## config.mk

```make
export PLATFORM = sky130hd
export DESIGN_NAME = aer_multicore_event_merger_flat
export DESIGN_NICKNAME = d
export VERILOG_FILES = /design/src/rtl/aer_multicore_event_merger_if.sv /design/src/rtl/aer_multicore_event_merger.sv /design/src/flat_wrapper.sv
export SDC_FILE = /design/constraint.sdc
export NUM_CORES = 1
export LEC_CHECK = 0
export ABC_AREA = 1
export CAP_MARGIN = 25
export CORE_ASPECT_RATIO = 0.5
export CORE_MARGIN = 2
export CORE_UTILIZATION = 27
export CTS_CLUSTER_DIAMETER = 80
export DETAILED_ROUTE_END_ITERATION = 8
export GPL_ROUTABILITY_DRIVEN = 0
export SETUP_SLACK_MARGIN = 0.05
export SYNTH_ARGS = -nofsm -noshare
export SYNTH_HDL_FRONTEND = slang
export SYNTH_SLANG_ARGS = --single-unit
```

## constraint.sdc

```tcl
create_clock -name clk -period 12.2 [get_ports clk]
set_clock_uncertainty 0.05 [all_clocks]
set_input_delay 1.22 -clock clk [delete_from_list [all_inputs] [get_ports clk]]
set_output_delay 1.22 -clock clk [all_outputs]
set_load 0.05 [all_outputs]
```

## src/rtl/aer_multicore_event_merger_if.sv

```systemverilog
// AER merger bus: per-core FIFO head side plus the registered next-layer output link.
// The master modport is the merger; the slave modport is the core array plus downstream link.
interface aer_multicore_event_merger_if #(
    parameter int CORE_NUM                 = 16,
    parameter int AER_OUT_CORE_WIDTH       = 8,
    parameter int AER_OUT_NEXT_LAYER_WIDTH = 12
);
    logic [CORE_NUM-1:0]                    core_en;
    logic [CORE_NUM-1:0]                    core_req;
    logic [CORE_NUM*AER_OUT_CORE_WIDTH-1:0] core_addr;
    logic [CORE_NUM-1:0]                    core_ack;
    logic                                   evt_req;
    logic [AER_OUT_NEXT_LAYER_WIDTH-1:0]    evt_addr;
    logic                                   evt_ack;
    logic                                   err_type;

    modport master (
        input  core_en, core_req, core_addr, evt_ack,
        output core_ack, evt_req, evt_addr, err_type
    );

    modport slave (
        output core_en, core_req, core_addr, evt_ack,
        input  core_ack, evt_req, evt_addr, err_type
    );
endinterface

```

## src/rtl/aer_multicore_event_merger.sv

```systemverilog
// Round-robin AER merger with a timestep barrier across a CORE_W x CORE_H core array.
// Define AER_ARB_STATS_EN to add the stat_neur_cnt / stat_valid statistics outputs.
module aer_multicore_event_merger #(
    parameter int CORE_W                   = 4,
    parameter int CORE_H                   = 4,
    parameter int CORE_NUM                 = CORE_W * CORE_H,
    parameter int AER_OUT_CORE_WIDTH       = 8,
    parameter int AER_OUT_NEXT_LAYER_WIDTH = AER_OUT_CORE_WIDTH + $clog2(CORE_H) + $clog2(CORE_W),
    parameter int STAT_W                   = 16
) (
    input  logic                         clk,
    input  logic                         rst,
    aer_multicore_event_merger_if.master bus
`ifdef AER_ARB_STATS_EN
    ,
    output logic [STAT_W-1:0]            stat_neur_cnt,
    output logic                         stat_valid
`endif
);
    localparam int W     = AER_OUT_CORE_WIDTH;
    localparam int ROW_W = $clog2(CORE_H);
    localparam int COL_W = $clog2(CORE_W);
    localparam int PTR_W = $clog2(CORE_NUM);

    typedef enum logic [1:0] {IDLE, NEUR, TSTEP} state_e;

    state_e                              state_q, state_d;
    logic                                evt_req_q, evt_req_d;
    logic [AER_OUT_NEXT_LAYER_WIDTH-1:0] evt_addr_q, evt_addr_d;
    logic [PTR_W-1:0]                    rr_ptr_q, rr_ptr_d;

    logic [CORE_NUM-1:0] cand, parked, ack;
    logic                loadable, xfer, pick_found, barrier, err;
    int                  pick_idx, low_en;
    logic [W-1:0]        head;

    if (CORE_NUM != CORE_W * CORE_H || STAT_W < 1 ||
        AER_OUT_NEXT_LAYER_WIDTH != W + ROW_W + COL_W) begin : g_cfg_check
        $error("aer_multicore_event_merger: inconsistent parameters");
    end

    always_comb begin
        // NOTE: every variable gets a default before any branch so no latch is inferred.
        loadable   = !evt_req_q || bus.evt_ack;
        xfer       = evt_req_q && bus.evt_ack;
        pick_found = 1'b0;
        pick_idx   = 0;
        low_en     = 0;
        ack        = '0;
        err        = 1'b0;
        state_d    = state_q;
        evt_addr_d = evt_addr_q;
        rr_ptr_d   = rr_ptr_q;

        for (int i = 0; i < CORE_NUM; i++) begin
            cand[i]   = bus.core_en[i] && bus.core_req[i] && (bus.core_addr[i*W+W-2 +: 2] != 2'b01);
            parked[i] = bus.core_en[i] && bus.core_req[i] && (bus.core_addr[i*W+W-2 +: 2] == 2'b01);
        end
        for (int i = CORE_NUM - 1; i >= 0; i--) begin
            if (bus.core_en[i]) low_en = i;
        end

        // Search starts at rr_ptr and wraps, so the core served last is considered last.
        for (int k = 0; k < CORE_NUM; k++) begin
            if (!pick_found && cand[(int'(rr_ptr_q) + k) % CORE_NUM]) begin
                pick_found = 1'b1;
                pick_idx   = (int'(rr_ptr_q) + k) % CORE_NUM;
            end
        end
        head    = bus.core_addr[pick_idx*W +: W];
        barrier = loadable && !pick_found && (bus.core_en != '0) &&
                  ((bus.core_en & ~parked) == '0);

        if (xfer) state_d = IDLE;
        if (loadable && pick_found) begin
            ack[pick_idx] = 1'b1;
            rr_ptr_d      = (pick_idx == CORE_NUM - 1) ? '0 : PTR_W'(pick_idx + 1);
            if (head[W-1:W-2] == 2'b00) begin
                state_d    = NEUR;
                evt_addr_d = {2'b00, head[W-3:0], ROW_W'(pick_idx / CORE_W), COL_W'(pick_idx % CORE_W)};
            end else begin
                err = 1'b1;
            end
        end else if (barrier) begin
            ack        = bus.core_en;
            state_d    = TSTEP;
            evt_addr_d = {2'b01, bus.core_addr[low_en*W +: W-2], {(ROW_W + COL_W){1'b0}}};
        end
        evt_req_d = (state_d != IDLE);
    end

    always_ff @(posedge clk or posedge rst) begin
        // NOTE: sequential state uses non-blocking assignments only.
        if (rst) begin
            state_q    <= IDLE;
            evt_req_q  <= 1'b0;
            evt_addr_q <= '0;
            rr_ptr_q   <= '0;
        end else begin
            state_q    <= state_d;
            evt_req_q  <= evt_req_d;
            evt_addr_q <= evt_addr_d;
            rr_ptr_q   <= rr_ptr_d;
        end
    end

    // Pops are suppressed while reset is held so no event is consumed and then lost.
    assign bus.core_ack = rst ? '0 : ack;
    assign bus.err_type = err && !rst;
    assign bus.evt_req  = evt_req_q;
    assign bus.evt_addr = evt_addr_q;

`ifdef AER_ARB_STATS_EN
    logic [STAT_W-1:0] live_cnt_q, live_cnt_d, stat_cnt_q, stat_cnt_d;
    logic              stat_valid_q, stat_valid_d;

    always_comb begin
        live_cnt_d   = live_cnt_q;
        stat_cnt_d   = stat_cnt_q;
        stat_valid_d = 1'b0;
        if (xfer && state_q == TSTEP) begin
            stat_cnt_d   = live_cnt_q;
            live_cnt_d   = '0;
            stat_valid_d = 1'b1;
        end else if (xfer && state_q == NEUR && live_cnt_q != '1) begin
            live_cnt_d = live_cnt_q + 1'b1;
        end
    end

    always_ff @(posedge clk or posedge rst) begin
        if (rst) begin
            live_cnt_q   <= '0;
            stat_cnt_q   <= '0;
            stat_valid_q <= 1'b0;
        end else begin
            live_cnt_q   <= live_cnt_d;
            stat_cnt_q   <= stat_cnt_d;
            stat_valid_q <= stat_valid_d;
        end
    end

    assign stat_neur_cnt = stat_cnt_q;
    assign stat_valid    = stat_valid_q;
`endif
endmodule

```

## src/flat_wrapper.sv

```systemverilog
// flat-port wrapper written by rule: the top's interface ports become plain ports
module aer_multicore_event_merger_flat 
#(
    parameter int CORE_W                   = 4,
    parameter int CORE_H                   = 4,
    parameter int CORE_NUM                 = CORE_W * CORE_H,
    parameter int AER_OUT_CORE_WIDTH       = 8,
    parameter int AER_OUT_NEXT_LAYER_WIDTH = AER_OUT_CORE_WIDTH + $clog2(CORE_H) + $clog2(CORE_W),
    parameter int STAT_W                   = 16
)
  (clk, rst, bus_core_en, bus_core_req, bus_core_addr, bus_evt_ack, bus_core_ack, bus_evt_req, bus_evt_addr, bus_err_type);
  aer_multicore_event_merger_if #(.CORE_NUM(CORE_NUM), .AER_OUT_CORE_WIDTH(AER_OUT_CORE_WIDTH), .AER_OUT_NEXT_LAYER_WIDTH(AER_OUT_NEXT_LAYER_WIDTH)) bus_i ();
  input  logic clk;
  input  logic rst;
  input wire logic [$bits(bus_i.core_en)-1:0] bus_core_en;
  input wire logic [$bits(bus_i.core_req)-1:0] bus_core_req;
  input wire logic [$bits(bus_i.core_addr)-1:0] bus_core_addr;
  input wire logic [$bits(bus_i.evt_ack)-1:0] bus_evt_ack;
  output wire logic [$bits(bus_i.core_ack)-1:0] bus_core_ack;
  output wire logic [$bits(bus_i.evt_req)-1:0] bus_evt_req;
  output wire logic [$bits(bus_i.evt_addr)-1:0] bus_evt_addr;
  output wire logic [$bits(bus_i.err_type)-1:0] bus_err_type;
  assign bus_i.core_en = bus_core_en;
  assign bus_i.core_req = bus_core_req;
  assign bus_i.core_addr = bus_core_addr;
  assign bus_i.evt_ack = bus_evt_ack;
  assign bus_core_ack = bus_i.core_ack;
  assign bus_evt_req = bus_i.evt_req;
  assign bus_evt_addr = bus_i.evt_addr;
  assign bus_err_type = bus_i.err_type;
  aer_multicore_event_merger #(.CORE_W(CORE_W), .CORE_H(CORE_H), .CORE_NUM(CORE_NUM), .AER_OUT_CORE_WIDTH(AER_OUT_CORE_WIDTH), .AER_OUT_NEXT_LAYER_WIDTH(AER_OUT_NEXT_LAYER_WIDTH), .STAT_W(STAT_W)) u_core (.clk(clk), .rst(rst), .bus(bus_i));
endmodule
```

==> impl_metrics.tcl, run 1 <==
set metrics [dict create \
    status "completed" \
    cp_common_cell "nand3_1" \
    worst-slew-pin-transition_ps 1070 \
    hold_class "reg2reg" \
    grt_antenna_before_repair 0 \
    cts_root_buf "clkbuf_16" \
    post-route-period-util_pct 69.4 \
    rr_endpoint "u_core.bus.evt_addr[1]" \
    met1_usage_pct 29.3 \
    critPathKind "reg2out" \
    finalSetupViolCount 0 \
    fin_crit_ps 8470 \
    worstHoldStart "u_core.bus.evt_addr[9]" \
    met3_usage_pct 2.74 \
    cts_resized 0 \
    required_ps 10930 \
    synth_seq_cells 18 \
    core_area_mm2 0.0218 \
    hpwl_mm 22.3 \
    setup_tns_ps 0 \
    htreeDepth 1 \
    rows 38 \
    slew_viol_final 0 \
    rrSetupSlack_ps 5810 \
    critical_path_peak_fanout 67 \
    hold_viol 0 \
    ctsHoldBuffers 0 \
    clock_path_buffers 2 \
    first_iter_violations 932 \
    grt_max_degree 68 \
    vias 8707 \
    wl_per_cell_um 17.5 \
    tritoncts "built" \
    grt_busiest_layer "met2" \
    grt_pass1_wl_mm 42.9 \
    ys_seq_area_share_pct 7.48 \
    min_path_cells 2 \
    slowest_delay_ps 810 \
    nNetsFinal 1476 \
    drive_above_1_share_pct 4.00 \
    synth.net_count 1335 \
    syn_area_mm2 0.00602 \
    reg2reg_depth 28 \
    die_x_um 215 \
    syn_avg_cell_area_um2 5.19 \
    hold_end "u_core.bus.evt_addr[9]" \
    path_clk_slew_ps 60 \
    fp.dieH_um 110 \
    clock.fmax_ghz 0.118 \
    slowest_stage "clkdlybuf4s50_1" \
    die_area_mm2 0.0236 \
    first_pass_iters 6 \
    grt_pass1_vias 8167 \
    grt_util_met2_pct 39.3 \
    io_buffers 191 \
    avgViaCountPerCell 5.44 \
    maxCapViolCount 0 \
    final_antenna_net_count 0 \
    worstReg2RegStart "u_core.rr_ptr_q[1]" \
    ys_types 48 \
    initial_utilization_pct 27.7 \
    clk_latency_ps 250 \
    cts.sink_count 18 \
    grt.overflow.total 0 \
    grt_usage_pct 22.7 \
    crit_path_end_kind "output port" \
    area_growth_pct 35.8 \
    synth_cells 1161 \
    cts_buffers 3 \
    slew_headroom_pct 28.7 \
    critPathLaunchType "register" \
    wirelength_mm 28.0 \
    rsz0062_at_grt "false" \
    drc 0 \
    post_cts_buffers 0 \
    cp_data_arrival_time_ps 7200 \
    n_antenna_cell 0 \
    yosysWarnings 0 \
    num_io_pins 193 \
]
worst max-delay path, delay by kind of cell, from the launching register on:
kind                     cells  cell delay, ps
adder cells (fa/ha/maj)      1             610
flip-flops                   1             780
buffers and inverters        6            2560
AND/OR/NAND/NOR             21            2940
cells in the final DEF (no fill, tap or decap), types with 7 or more instances in the layout:
| cell type | synthesis | routed |
|---|---|---|
| clkdlybuf4s50_1 | 0 | 191 |
| nand3_1 | 276 | 276 |
| o21ai_0 | 77 | 77 |
| inv_1 | 137 | 137 |
| ha_1 | 11 | 11 |
| nand3_2 | 11 | 11 |
| nor2_1 | 89 | 89 |
| nand4_1 | 29 | 29 |
| a21oi_1 | 38 | 38 |
| nand3b_1 | 10 | 10 |
| o221ai_1 | 9 | 9 |
| dfrtp_1 | 18 | 18 |
| nand2_1 | 313 | 312 |
| a311oi_1 | 7 | 7 |
| o211ai_1 | 9 | 9 |
cells in the mapped netlist (all sizes together):
cell type	number	share of area (%)
and3	2	0.21
o21ai	79	6.6
nand3	289	25
a21boi	1	0.12
o21a	2	0.25
buf	43	4.1
nor2	95	6.7
o211ai	9	1.1
xnor2	1	0.27
inv	142	8.8
ha	11	2.3
a311oi	7	1.0
nor4	2	0.21
conb	1	0.062
nand3b	10	1.2
o31ai	1	0.12
o221ai	9	1.3
o211a	4	0.66
nand2	318	20
a211oi	2	0.25
xor2	7	1.3
clkinv	2	0.12
o22ai	4	0.42
or2	4	0.42
nand4	32	4.1
a21oi	38	3.2
a21o	1	0.12
nor3	7	0.85
dfrtp	18	7.5
o21bai	1	0.12
clkbuf	19	1.2
per-layer routing:
layer / vias up / part of all wire [%] / wire length [um]
li1: 4159 / - / -
met1: 3992 / 41 / 11500
met2: 490 / 47 / 13100
met3: 66 / 8.5 / 2390
met4: 0 / 3.5 / 988
met5: - / 0 / 0
flip-flops by register name (all words and copies together) (netlist names):
register	flops
u_core.rr_ptr_q	4
u_core.state_q	2
u_core.bus.evt_req	1
u_core.bus.evt_addr	11
stage by stage:
step                util, %  area, um2  instances  hold WS [ps]  setup WS, ps
floorplan                 -       6020       1161           443          5880
detailed placement     36.9       8030       1594           447          4080
CTS                    37.3       8120       1598           463          3810
global route           37.6       8180       1601           488          3120
finish                 37.6       8180       1601           464          3730
global placement       36.9       8030       1594           442          4220
how the worst max path moves through the flow:
stage,depth (start not counted),from,slack [ps],end
CTS,28,u_core.rr_ptr_q[1],3810,bus_err_type
finish,28,u_core.rr_ptr_q[1],3730,bus_err_type
global placement,29,bus_core_en[1],4220,bus_err_type
global route,30,u_core.rr_ptr_q[1],3120,bus_err_type
detailed placement,28,u_core.rr_ptr_q[1],4080,bus_err_type
floorplan,22,bus_core_addr[55],5880,bus_core_ack[8]
cells by family (layout without fill, tap and decap cells):
| family | Yosys count | in the layout | synth area share, % |
|---|---|---|---|
| adder cells (fa/ha/maj) | 11 | 11 | 2.28 |
| AND/OR/NAND/NOR | 759 | 759 | 59.2 |
| XOR/XNOR | 8 | 8 | 1.54 |
| other | 1 | 1 | 0.0622 |
| AO/OA/AOI/OAI | 158 | 158 | 15.2 |
| flip-flops | 18 | 18 | 7.48 |
| buffers and inverters | 206 | 346 | 14.2 |
cell type report:
class                      count  area (um2)
tap                          300         375
fill                        2430       13600
clock buffer                   4        88.8
inverter                     144         541
multi-input combinational    937        4720
timing repair buffer         198        2000
sequential                    18         450
Power of run 1 is left out: the tool's default activity adds up to more than one toggle a clock period on the data nets, which glitch-free logic cannot reach.
==> run 2, diff against run 1 <==
- clock period: 12.2 -> 8.8 ns (I/O delays scaled with it)
==> run 2 against run 1 <==
- utilization shrank 0.21 points
- worst hold slack lost 9.7 ps
- highest routed layer unchanged
- register-to-register slack worse by 3500 ps
- global-route usage grew 0.47 points
- wire length up 1.3%
- first-iteration DRC count rose by 4.4%
- via count is essentially flat
- final area down 0.57%
- cell count unchanged
- sequential share of layout area about the same
- setup slack got worse by 3000 ps
- die area is the same
==> impl_metrics.tcl, run 2 (same netlist as run 1, synthesis figures left out) <==
set metrics [dict create \
    cts_resized 0 \
    mostFrequentLayoutCells "312 x nand2_1, 276 x nand3_1, 191 x clkdlybuf4s50_1" \
    cts_buffers 3 \
    hpwl_mm 22.9 \
    area_growth_pct 35.0 \
    setup_tns_ps 0 \
    fin_crit_ps 8040 \
    n_antenna_cell 0 \
    fp.dieH_um 110 \
    first_iter_violations 973 \
    slew_headroom_pct 26.8 \
    core_area_mm2 0.0218 \
    grt_max_degree 65 \
    htreeDepth 1 \
    finalSetupViolCount 0 \
    rows 38 \
    drc 0 \
    grt_pass1_vias 8138 \
    cp_data_arrival_time_ps 7110 \
    critPathKind "reg2out" \
    maxCapViolCount 0 \
    clk_latency_ps 250 \
    clock_path_buffers 2 \
    post_cts_buffers 0 \
    multiInputGateArea_mm2 0.00472 \
    initial_utilization_pct 27.7 \
    vias 8714 \
    largest_register_ff_count 11 \
    first_pass_iters 5 \
    wirelength_mm 28.4 \
    cts_root_buf "clkbuf_16" \
    clock.fmax_ghz 0.124 \
    area.sequential_um2 450 \
    cts.sink_count 18 \
    final_antenna_net_count 0 \
    io_buffers 191 \
    avgViaCountPerCell 5.44 \
    drive_above_1_share_pct 4.00 \
    slowest_stage "dfrtp_1" \
    hold_viol 0 \
    ctsHoldBuffers 0 \
    path_delay_family "simple AND/OR/NAND/NOR gates" \
    hold_class "reg2reg" \
    critPathLaunch "u_core.rr_ptr_q[0]" \
    critical_path_peak_fanout 22 \
    critPathLaunchType "register" \
    worst-slew-pin-transition_ps 1100 \
    path_buf_inv 3 \
    die_area_mm2 0.0236 \
    fillers 2468 \
    rsz0062_at_grt "false" \
    grt_pass1_wl_mm 43.5 \
    grt_usage_pct 23.2 \
    grt_antenna_before_repair 0 \
    worstHoldStart "u_core.bus.evt_addr[2]" \
    slowest_delay_ps 820 \
    crit_path_end_kind "output port" \
    grt.overflow.total 0 \
    slew_viol_final 0 \
    num_io_pins 193 \
    status "completed" \
    required_ps 7870 \
    final_common_cell "nand2_1" \
    rrSetupSlack_ps 2340 \
    nNetsFinal 1477 \
    wl_per_cell_um 17.7 \
    tritoncts "built" \
    worstReg2RegStart "u_core.rr_ptr_q[0]" \
    post-route-period-util_pct 91.3 \
    path_clk_slew_ps 60 \
    die_x_um 215 \
]
run 2: cell type report:
cell class              instances  share of cell area (%)
repair buffers                199                    24.2
flip-flops and latches         18                    5.54
clock buffers                   3                   0.923
well taps                     300                    4.62
inverters                     144                    6.65
multi-input cells             937                    58.0
run 2: final timing paths:
kind / end / cells after the start
min in group asynchronous: u_core.bus.evt_addr[4] / 2
setup / recovery: bus_err_type / 26
hold / removal: u_core.bus.evt_addr[2] / 2
hold reg to reg: u_core.bus.evt_addr[2] / 2
setup reg to reg: u_core.bus.evt_addr[1] / 27
max in group asynchronous: u_core.state_q[0] / 2
run 2: tightest hold or removal path: stages (launching register included):
cell and delay [ps]:
dfrtp_1 350, nand3_2 70, nand2_1 50
run 2: stage by stage:
step	cells	util, %	hold WS (ps)	area, um2	setup WS [ps]
4_1_cts	1601	37.3	462	8130	795
5_1_grt	1601	37.3	496	8130	141
6_report	1601	37.3	455	8130	762
2_1_floorplan	1161	-	443	6020	2840
3_5_place_dp	1598	37.0	450	8060	1110
3_3_place_gp	1598	37.0	442	8060	1330
run 2: layer usage:
metal	GRT usage [%]	share of wire [%]	vias up
li1	-	-	4163
met1	29.3	42	4029
met2	40.4	47	455
met3	4.01	7.9	67
met4	8.13	3.1	0
met5	0	0	-
Power of run 2 is left out for the same reason.
==> run 3, diff against run 2 <==
- CAP_MARGIN: 25 -> default
==> results of run 3 <==
Same layout as run 2: the final DEF is identical, and so are final timing and power.
Power of run 3 is left out for the same reason.
